### src/rtl/vliw_pkg.sv
// vliw_pkg: shared forward-code type for the VLIW forwarding scoreboard
package vliw_pkg;
  typedef enum logic [1:0] {FWD_RF = 2'b00, FWD_W = 2'b01, FWD_M = 2'b10} fwd_t;
endpackage

### src/rtl/vliw_fwd_pick.sv
// vliw_fwd_pick: picks the forward source for one operand, M over W, highest lane wins
module vliw_fwd_pick
  import vliw_pkg::*;
#(
  parameter int NLANES = 4,
  parameter int REGBITS = 5,
  localparam int LANEBITS = $clog2(NLANES)
) (
  input  logic [REGBITS-1:0]        i_src,
  input  logic [NLANES*REGBITS-1:0] i_rd_m,
  input  logic [NLANES-1:0]         i_v_m,
  input  logic [NLANES*REGBITS-1:0] i_rd_w,
  input  logic [NLANES-1:0]         i_v_w,
  output fwd_t                      o_fwd,
  output logic [LANEBITS-1:0]       o_sel
);
  logic                w_hit_m, w_hit_w;
  logic [LANEBITS-1:0] w_sel_m, w_sel_w;
  // ascending scan so the youngest (highest) matching lane overwrites older ones
  always_comb begin
    w_hit_m = 1'b0;
    w_hit_w = 1'b0;
    w_sel_m = '0;
    w_sel_w = '0;
    for (int j = 0; j < NLANES; j++) begin
      if (i_v_m[j] && i_rd_m[j*REGBITS +: REGBITS] == i_src) begin
        w_hit_m = 1'b1;
        w_sel_m = LANEBITS'(j);
      end
      if (i_v_w[j] && i_rd_w[j*REGBITS +: REGBITS] == i_src) begin
        w_hit_w = 1'b1;
        w_sel_w = LANEBITS'(j);
      end
    end
  end
  assign o_fwd = (i_src == '0) ? FWD_RF : w_hit_m ? FWD_M : w_hit_w ? FWD_W : FWD_RF;
  assign o_sel = (i_src == '0) ? '0 : w_hit_m ? w_sel_m : w_hit_w ? w_sel_w : '0;
endmodule

### src/rtl/vliw_fwd_scoreboard.sv
// vliw_fwd_scoreboard: per-lane forwarding, load-use stall and long-latency busy scoreboard
module vliw_fwd_scoreboard
  import vliw_pkg::*;
#(
  parameter int NLANES = 4,
  parameter int NREGS = 32,
  localparam int LANEBITS = $clog2(NLANES),
  localparam int REGBITS = $clog2(NREGS)
) (
  input  logic                       clk,
  input  logic                       reset,
  input  logic                       StallE,
  input  logic                       FlushE,
  input  logic                       StallM,
  input  logic                       FlushM,
  input  logic                       StallW,
  input  logic                       FlushW,
  input  logic [NLANES*REGBITS-1:0]  Rs1D,
  input  logic [NLANES*REGBITS-1:0]  Rs2D,
  input  logic [NLANES*REGBITS-1:0]  RdD,
  input  logic [NLANES-1:0]          RegWriteD,
  input  logic [NLANES-1:0]          LoadD,
  input  logic [NLANES-1:0]          LongLatD,
  input  logic [NLANES-1:0]          LongDoneW,
  input  logic [NLANES*REGBITS-1:0]  LongRdW,
  output logic [NLANES*2-1:0]        ForwardAE,
  output logic [NLANES*2-1:0]        ForwardBE,
  output logic [NLANES*LANEBITS-1:0] FwdSelRs1E,
  output logic [NLANES*LANEBITS-1:0] FwdSelRs2E,
  output logic                       StallD
);
  logic [NLANES*REGBITS-1:0] r_rs1_e, r_rs2_e, r_rd_e, r_rd_m, r_rd_w;
  logic [NLANES-1:0]         r_rw_e, r_ld_e, r_ll_e, r_rw_m, r_ld_m, r_ll_m, r_rw_w, r_ll_w;
  logic [NREGS-1:0]          r_busy, w_busy_nxt, w_set, w_clr;
  logic [NLANES-1:0]         w_v_m, w_v_w;
  logic                      w_stall;
  // D->E register: flush bubbles the control bits, stall holds everything
  always_ff @(posedge clk) begin
    if (reset) begin
      r_rs1_e <= '0;
      r_rs2_e <= '0;
      r_rd_e  <= '0;
      r_rw_e  <= '0;
      r_ld_e  <= '0;
      r_ll_e  <= '0;
    end else begin
      if (FlushE | ~StallE) begin
        r_rs1_e <= Rs1D;
        r_rs2_e <= Rs2D;
        r_rd_e  <= RdD;
      end
      if (FlushE) begin
        r_rw_e <= '0;
        r_ld_e <= '0;
        r_ll_e <= '0;
      end else if (~StallE) begin
        r_rw_e <= RegWriteD;
        r_ld_e <= LoadD;
        r_ll_e <= LongLatD;
      end
    end
  end
  // E->M register
  always_ff @(posedge clk) begin
    if (reset) begin
      r_rd_m <= '0;
      r_rw_m <= '0;
      r_ld_m <= '0;
      r_ll_m <= '0;
    end else begin
      if (FlushM | ~StallM) r_rd_m <= r_rd_e;
      if (FlushM) begin
        r_rw_m <= '0;
        r_ld_m <= '0;
        r_ll_m <= '0;
      end else if (~StallM) begin
        r_rw_m <= r_rw_e;
        r_ld_m <= r_ld_e;
        r_ll_m <= r_ll_e;
      end
    end
  end
  // M->W register; loads in W forward like any other result, so Load is not kept
  always_ff @(posedge clk) begin
    if (reset) begin
      r_rd_w <= '0;
      r_rw_w <= '0;
      r_ll_w <= '0;
    end else begin
      if (FlushW | ~StallW) r_rd_w <= r_rd_m;
      if (FlushW) begin
        r_rw_w <= '0;
        r_ll_w <= '0;
      end else if (~StallW) begin
        r_rw_w <= r_rw_m;
        r_ll_w <= r_ll_m;
      end
    end
  end
  // busy update: clear on long-latency writeback, set on long op leaving E, set wins, x0 never busy
  always_comb begin
    w_set = '0;
    w_clr = '0;
    for (int j = 0; j < NLANES; j++) begin
      if (LongDoneW[j]) w_clr[LongRdW[j*REGBITS +: REGBITS]] = 1'b1;
      if (~StallM & ~FlushM & r_rw_e[j] & r_ll_e[j]) w_set[r_rd_e[j*REGBITS +: REGBITS]] = 1'b1;
    end
    w_busy_nxt = (r_busy & ~w_clr) | w_set;
    w_busy_nxt[0] = 1'b0;
  end
  // busy scoreboard register
  always_ff @(posedge clk) begin
    if (reset) r_busy <= '0;
    else r_busy <= w_busy_nxt;
  end
  function automatic logic src_haz(input logic [REGBITS-1:0] s);
    src_haz = 1'b0;
    if (s != '0) begin
      src_haz = r_busy[s] & ~w_clr[s];
      for (int j = 0; j < NLANES; j++)
        if (r_rw_e[j] & (r_ld_e[j] | r_ll_e[j]) & (r_rd_e[j*REGBITS +: REGBITS] == s)) src_haz = 1'b1;
    end
  endfunction
  // bundle stall: load-use or busy source on any operand, or WAW on a busy destination
  always_comb begin
    w_stall = 1'b0;
    for (int i = 0; i < NLANES; i++)
      w_stall = w_stall | src_haz(Rs1D[i*REGBITS +: REGBITS]) | src_haz(Rs2D[i*REGBITS +: REGBITS]) |
                (RegWriteD[i] & r_busy[RdD[i*REGBITS +: REGBITS]] & ~w_clr[RdD[i*REGBITS +: REGBITS]]);
  end
  assign StallD = w_stall;
  for (genvar g = 0; g < NLANES; g++) begin : g_lane
    assign w_v_m[g] = r_rw_m[g] & ~r_ll_m[g] & ~r_ld_m[g] & (r_rd_m[g*REGBITS +: REGBITS] != '0);
    assign w_v_w[g] = r_rw_w[g] & ~r_ll_w[g] & (r_rd_w[g*REGBITS +: REGBITS] != '0);
    vliw_fwd_pick #(.NLANES(NLANES), .REGBITS(REGBITS)) u_pick_a (
      .i_src(r_rs1_e[g*REGBITS +: REGBITS]), .i_rd_m(r_rd_m), .i_v_m(w_v_m),
      .i_rd_w(r_rd_w), .i_v_w(w_v_w),
      .o_fwd(ForwardAE[g*2 +: 2]), .o_sel(FwdSelRs1E[g*LANEBITS +: LANEBITS]));
    vliw_fwd_pick #(.NLANES(NLANES), .REGBITS(REGBITS)) u_pick_b (
      .i_src(r_rs2_e[g*REGBITS +: REGBITS]), .i_rd_m(r_rd_m), .i_v_m(w_v_m),
      .i_rd_w(r_rd_w), .i_v_w(w_v_w),
      .o_fwd(ForwardBE[g*2 +: 2]), .o_sel(FwdSelRs2E[g*LANEBITS +: LANEBITS]));
  end
endmodule

### config.mk
export PLATFORM = sky130hd
export DESIGN_NAME = vliw_fwd_scoreboard
export DESIGN_NICKNAME = d
export VERILOG_FILES = /design/src/rtl/vliw_pkg.sv /design/src/rtl/vliw_fwd_pick.sv /design/src/rtl/vliw_fwd_scoreboard.sv
export SDC_FILE = /design/constraint.sdc
export NUM_CORES = 1
export LEC_CHECK = 0
export CAP_MARGIN = 20
export CORE_ASPECT_RATIO = 1.1
export CORE_MARGIN = 5
export CORE_UTILIZATION = 57
export CTS_BUF_LIST = sky130_fd_sc_hd__clkbuf_4 sky130_fd_sc_hd__clkbuf_8
export DETAILED_ROUTE_END_ITERATION = 6
export PLACE_DENSITY_LB_ADDON = 0.12
export SYNTH_ARGS = -nofsm -noshare
export SYNTH_HDL_FRONTEND = slang
export SYNTH_SLANG_ARGS = --single-unit
### constraint.sdc
create_clock -name clk -period 9.7 [get_ports clk]
set_input_delay 0.97 -clock clk [delete_from_list [all_inputs] [get_ports clk]]
set_output_delay 0.97 -clock clk [all_outputs]
set_load 0.03 [all_outputs]
==> results of run 1 <==
==> area by class of cell <==
type | instances | share of cell area [%]
multi-input cells | 2068 | 71.4
flip-flops and latches | 163 | 15.0
repair buffers | 207 | 8.75
well taps | 444 | 2.55
clock buffers | 18 | 1.11
clock inverters | 14 | 0.741
inverters | 29 | 0.500
==> placed cells by master (no fill, tap or decap), drive strengths merged, types with 25 or more instances in the layout <==
cell type and n:
xnor2 225, nand4 33, o21ai 75, o22ai 71, buf 72, nor2 128, a21oi 150, inv 34
nor4 81, nand3 82, clkdlybuf4s50 134, nor3b 25, dfxtp 163, mux2i 57, a22oi 59, mux4 128
xor2 255, nand2 299, a31oi 55, nor3 84
==> kinds of logic (layout without fill, tap and decap cells) <==
| group | after synthesis | count (layout) | share of synthesized area (%) |
|---|---|---|---|
| and+or+nand+nor | 868 | 868 | 21.8 |
| AOI/OAI and AO/OA | 517 | 517 | 16.4 |
| xor gates and xnor gates | 480 | 480 | 20.9 |
| buffers and inverters | 344 | 268 | 6.45 |
| muxes | 203 | 203 | 18.2 |
| DFF | 163 | 163 | 16.2 |
==> flip-flops by register name, summed over array words and instances, names as in the netlist, 20 cells and up <==
| register | count |
|---|---|
| r_rd_w | 20 |
| r_rd_e | 20 |
| r_busy | 31 |
| r_rs2_e | 20 |
| r_rd_m | 20 |
| r_rs1_e | 20 |
==> per-stage QoR <==
stage               cell area [µm²]  hold slack [ps]
floorplan                     20100              456
global placement              21300              440
detailed placement            21300              460
CTS                           21700              477
global route                  21800              490
finish                        21800              475
==> worst paths after layout <==
| check | start | to | cells after the start |
|---|---|---|---|
| max | LongRdW[17] | StallD | 12 |
| min | r_rd_e[2]$_SDFFE_PP0P_ | r_rd_e[2]$_SDFFE_PP0P_ | 2 |
| max reg2reg | r_rd_e[6]$_SDFFE_PP0P_ | r_busy[18]$_SDFF_PP0_ | 4 |
| min reg2reg | r_rd_e[2]$_SDFFE_PP0P_ | r_rd_e[2]$_SDFFE_PP0P_ | 2 |
==> layer usage <==
| metal | GRT usage (%) | up-vias |
|---|---|---|
| met2 | 69.3 | 1899 |
| met5 | 0 | - |
| met3 | 11.9 | 671 |
| met1 | 52.9 | 10300 |
| met4 | 35.7 | 0 |
| li1 | - | 9168 |
==> critical path, stage by stage <==
cell and delay, ps:
clkdlybuf4s50_1 520, nand4bb_1 350, o22ai_1 550, nor2_1 350, nand2_1 260, mux4_2 280, a22oi_1 90, a32oi_1 190
nor4b_1 780, o221ai_1 260, or4b_1 660, clkdlybuf4s50_1 640
==> power by group through the flow <==
stage	combinational, µW	sequential [µW]	clock (µW)
CTS	581	787	515
global route	636	794	545
finish	604	792	513
detailed placement	579	803	0
floorplan	464	714	0
global placement	562	800	0
==> flow_summary.json, run 1 <==
{
  "reg2reg_setup_slack_ps": 7350,
  "syn_area_per_cell_um2": 7.80,
  "wl_um": 90200,
  "place_worst_setup_slack_ps": 2980,
  "wl_met2_um": 39300,
  "cts-root-buf": "clkbuf_8",
  "synth_fp_nets": 2679,
  "ios": 137,
  "cts_setup_buffers": 0,
  "grt_max_degree": 87,
  "rows": 72,
  "route.met3.wl_um": 11700,
  "powerDensity_nw_per_um2": 87.7,
  "cp.arrival_ps": 5920,
  "p_sw_share_pct": 40.1,
  "slew_viol_final": 0,
  "seqPwrFrac_pct": 41.5,
  "ys_top_cells_by_count": "299 x nand2_1, 257 x clkbuf_1, 255 x xor2_1",
  "clock_sinks": 163,
  "p_clk_share_pct": 26.9,
  "clock_latency_ps": 510,
  "status": "complete, but fails checks",
  "ant_nets": 0,
  "n_antenna_cell": 0,
  "yosys.cell_count.top_type": "nand2_1",
  "cts_tree": "built",
  "clockBufferDepth": 2,
  "power_uw": 1910,
  "min_period_over_period_pct": 71.0,
  "numCtsBuffers": 17,
  "grt_pass1_wl_um": 133000,
  "synth_seq_area_share_pct": 16.2,
  "netlist_instances": 2575,
  "dp_hpwl_um": 63600,
  "violations": "design-rule violations",
  "first_pass_iters": 7,
  "portBuffers": 136,
  "ys_ff_latch": 163,
  "grt.overflow.total": 0,
  "synth.area.top_cells": "dfxtp_1 16%, mux4_2 14%, xor2_1 11%",
  "clk_pin_slew_ps": 120,
  "multiInputGateArea_um2": 15500,
  "synth_warnings": 0,
  "core_um2": 35000,
  "wl_met1_um": 30100,
  "placedCellCount": 2906,
  "drc_errors": 37,
  "period_needed_ps": 6890,
  "start_util_pct": 57.3,
  "highest_layer": "met4",
  "ir_drop_uv": 84.5,
  "layout.nets": 2590,
  "synth_edf_count": 0,
  "fin_ws_ps": 2810,
  "place.gp.congestion": 1.09,
  "cp_max_fo": 8,
  "finalSetupViolCount": 0,
  "rsz0062_at_grt": "no",
  "internal-power_uw": 1140,
  "cts_htree_levels": 4,
  "final_layout_size_suffix_gt1_share_pct": 11.2,
  "pwr-share-comb_pct": 31.6,
  "critPathKind": "primary input to output pin",
  "die_w_um": 189,
  "p_leak_uw": 0.00779,
  "drt-vias-per-instance": 7.47,
  "dieHeight_um": 207,
  "worst_pin_slew_ps": 1200,
  "first_global_vias": 21300,
  "worst_setup_path_end_kind": "output pin",
  "final_core_util_pct": 62.2,
  "fillers": 3108,
  "cts_hold_buf": 0,
  "dieArea_um2": 39100,
  "netlist_area_um2": 20100,
  "p_switching_uw": 767,
  "fmax_mhz": 145,
  "syn_to_final_growth_pct": 8.40,
  "fin_cells": 2943,
  "fin_worst_skew_ps": 25.5,
  "cts_resized": 0,
  "hold_viol_final": 0,
  "worstSetupStartpointType": "primary input",
  "hold_path.class": "flop to flop",
  "num_vias": 22000,
  "regArea_um2": 3260,
  "yosysTopAreaCell": "dfxtp_1",
  "setup_tns_ps": 0,
  "slew_headroom_pct": 19.7,
  "ys_types": 73,
  "max-cap-violations": 0,
  "synth_top_area_share_pct": 16.2,
  "drtIter0Drc": 3592,
  "track_usage_pct": 44.8,
  "antenna_found_initial": 0,
  "cp.required_ps": 8730,
  "synth_flop_cell": "dfxtp_1",
  "async_reset_ff_share_pct": 0,
  "avgRoutedWirePerCell_um": 30.7
}
Power figures use the tool's default switching activity.
==> run 2: changes to the inputs <==
- clock period: 9.7 -> 7.07 ns (I/O delays scaled with it)
==> run 2 against run 1 <==
Effect of this change:
- highest routed layer is now met5
- die area did not move
- wire length up 2.0%
- clock skew fell by 0.69 ps
- largest cell class unchanged
- global-route usage increased by 0.99 points
- the flow still finishes with violations (design-rule violations)
- via count up 1.5%
- final cell count is 0.58% higher
- largest power group unchanged
==> flow_summary.json, run 2 (synthesis gave the netlist of run 1 again) <==
{
  "cts_tree": "built",
  "cts_resized": 0,
  "cp.depth": 12,
  "p_leak_uw": 0.00788,
  "drtIter0Drc": 3272,
  "fin_worst_skew_ps": 24.8,
  "status": "complete, but fails checks",
  "track_usage_pct": 45.8,
  "regArea_um2": 3260,
  "hold_path.class": "flop to flop",
  "drc_errors": 2,
  "first_global_vias": 21300,
  "crit_path_start": "LongRdW[13]",
  "cts_hold_buf": 0,
  "start_util_pct": 57.3,
  "r2r-start": "r_rd_e[0]$_SDFFE_PP0P_",
  "critPathKind": "primary input to output pin",
  "power_uw": 2660,
  "slew_viol_final": 0,
  "setup_tns_ps": 0,
  "cp_max_fo": 8,
  "worst_pin_slew_ps": 1180,
  "die_w_um": 189,
  "rsz0062_at_grt": "no",
  "ir_drop_uv": 106,
  "antenna_found_initial": 1,
  "final_layout_size_suffix_gt1_share_pct": 11.8,
  "max-cap-violations": 0,
  "most-common-layout-cells": "299 x nand2_1, 255 x xor2_1, 225 x xnor2_1",
  "clock_latency_ps": 520,
  "clk_pin_slew_ps": 120,
  "fillers": 3121,
  "reg2reg_to": "r_busy[21]$_SDFF_PP0_",
  "period_needed_ps": 6500,
  "violations": "design-rule violations",
  "crit_end": "StallD",
  "crit_path_max_incr_delay_ps": 630,
  "ios": 137,
  "clockBufferDepth": 2,
  "dieArea_um2": 39100,
  "ff2ff_path_depth": 4,
  "crit_family": "simple AND/OR/NAND/NOR gates",
  "cts_htree_levels": 4,
  "num_vias": 22300,
  "hold_viol_final": 0,
  "largest_register_ffs": 31,
  "dp_hpwl_um": 66900,
  "min_period_over_period_pct": 91.9,
  "worstSetupStartpointType": "primary input",
  "dieHeight_um": 207,
  "cts_setup_buffers": 0,
  "cp.required_ps": 6360,
  "reg2reg_setup_slack_ps": 4510,
  "powerDensity_nw_per_um2": 121,
  "finalSetupViolCount": 0,
  "cp.arrival_ps": 5790,
  "wl_um": 92100,
  "grt_pass1_wl_um": 136000,
  "rows": 72,
  "place.gp.congestion": 1.09,
  "numCtsBuffers": 17,
  "layout.nets": 2606,
  "grt.overflow.total": 0,
  "fmax_mhz": 154,
  "final_core_util_pct": 62.6,
  "multiInputGateArea_um2": 15600,
  "slew_headroom_pct": 21.3,
  "slowest_stage": "or4b_4",
  "grt_max_degree": 87,
  "drt-vias-per-instance": 7.54,
  "clock_sinks": 163,
  "regMostFlops": "r_busy",
  "syn_to_final_growth_pct": 9.20,
  "avgRoutedWirePerCell_um": 31.1,
  "ant_nets": 0,
  "portBuffers": 136,
  "first_pass_iters": 7,
  "core_um2": 35000,
  "design_area_um2": 21900,
  "path_cells": "clkdlybuf4s50_1 > or4b_4 > o22ai_1 > nor2_2 > o21ai_0 > a21oi_1 > a22oi_1 > nor4b_1 > or4_1 > or4b_1 > or4b_1 > clkdlybuf4s50_1",
  "final_common_cell": "nand2_1",
  "dpl_cell_area_um2": 21500,
  "cts-root-buf": "clkbuf_8",
  "worst-path-buf-inv": 2,
  "worst_setup_path_end_kind": "output pin"
}
==> run 2: changes by cell type in the layout (fill, tap and decap cells not counted), sizes merged <==
cell,previous run,this run
buf,72,89
clkbuf,19,17
clkinv,8,11
clkinvlp,1,0
diode,0,1
inv,34,33
==> run 2: worst min-delay path, stage by stage, from the launching register on <==
cell	delay (ps)
dfxtp_1	330
nand2_1	50
a21oi_1	50
==> run 2: routing by layer <==
metal	wire, µm	vias up	GRT usage [%]
met4	9470	4	37.7
met2	39900	1986	70.5
li1	-	9202	-
met1	31000	10400	52.5
met5	77	-	1.36
met3	11600	704	14.2
==> run 2: where the power goes <==
part	total, µW	leakage, µW	internal (µW)	switching, µW
combinational	829	0.00634	353	476
sequential	1100	0.00133	950	150
clock	735	0.000215	278	457
total	2660	0.00788	1580	1080
==> run 2: layout make-up <==
cell class / count / share of cell area [%]
Antenna cell: 1 / 0.0114
Timing Repair Buffer: 223 / 9.24
Clock inverter: 15 / 0.918
Sequential cell: 163 / 14.9
Tap cell: 444 / 2.53
Clock buffer: 17 / 1.07
Multi-Input combinational cell: 2068 / 70.9
Inverter: 29 / 0.496
==> run 2: worst min path at each step <==
stage	start	slack [ps]	end	depth (start not counted)
after floorplan	r_rw_w[0]$_SDFFE_PP0N_	460	r_rw_w[0]$_SDFFE_PP0N_	2
after global placement	r_rd_e[12]$_SDFFE_PP0P_	440	r_rd_e[12]$_SDFFE_PP0P_	2
after detailed placement	r_rd_e[12]$_SDFFE_PP0P_	450	r_rd_e[12]$_SDFFE_PP0P_	2
after CTS	r_rd_e[12]$_SDFFE_PP0P_	460	r_rd_e[12]$_SDFFE_PP0P_	2
after global routing	r_rd_e[12]$_SDFFE_PP0P_	500	r_rd_e[12]$_SDFFE_PP0P_	2
final	r_rd_e[12]$_SDFFE_PP0P_	470	r_rd_e[12]$_SDFFE_PP0P_	2
==> run 2: through the flow <==
stage	hold WS [ps]	cells	worst slack (ps)
after CTS	461	2957	689
final	467	2960	574
after global placement	441	2922	758
after detailed placement	446	2925	707
after global routing	497	2959	540
after floorplan	456	2575	2450
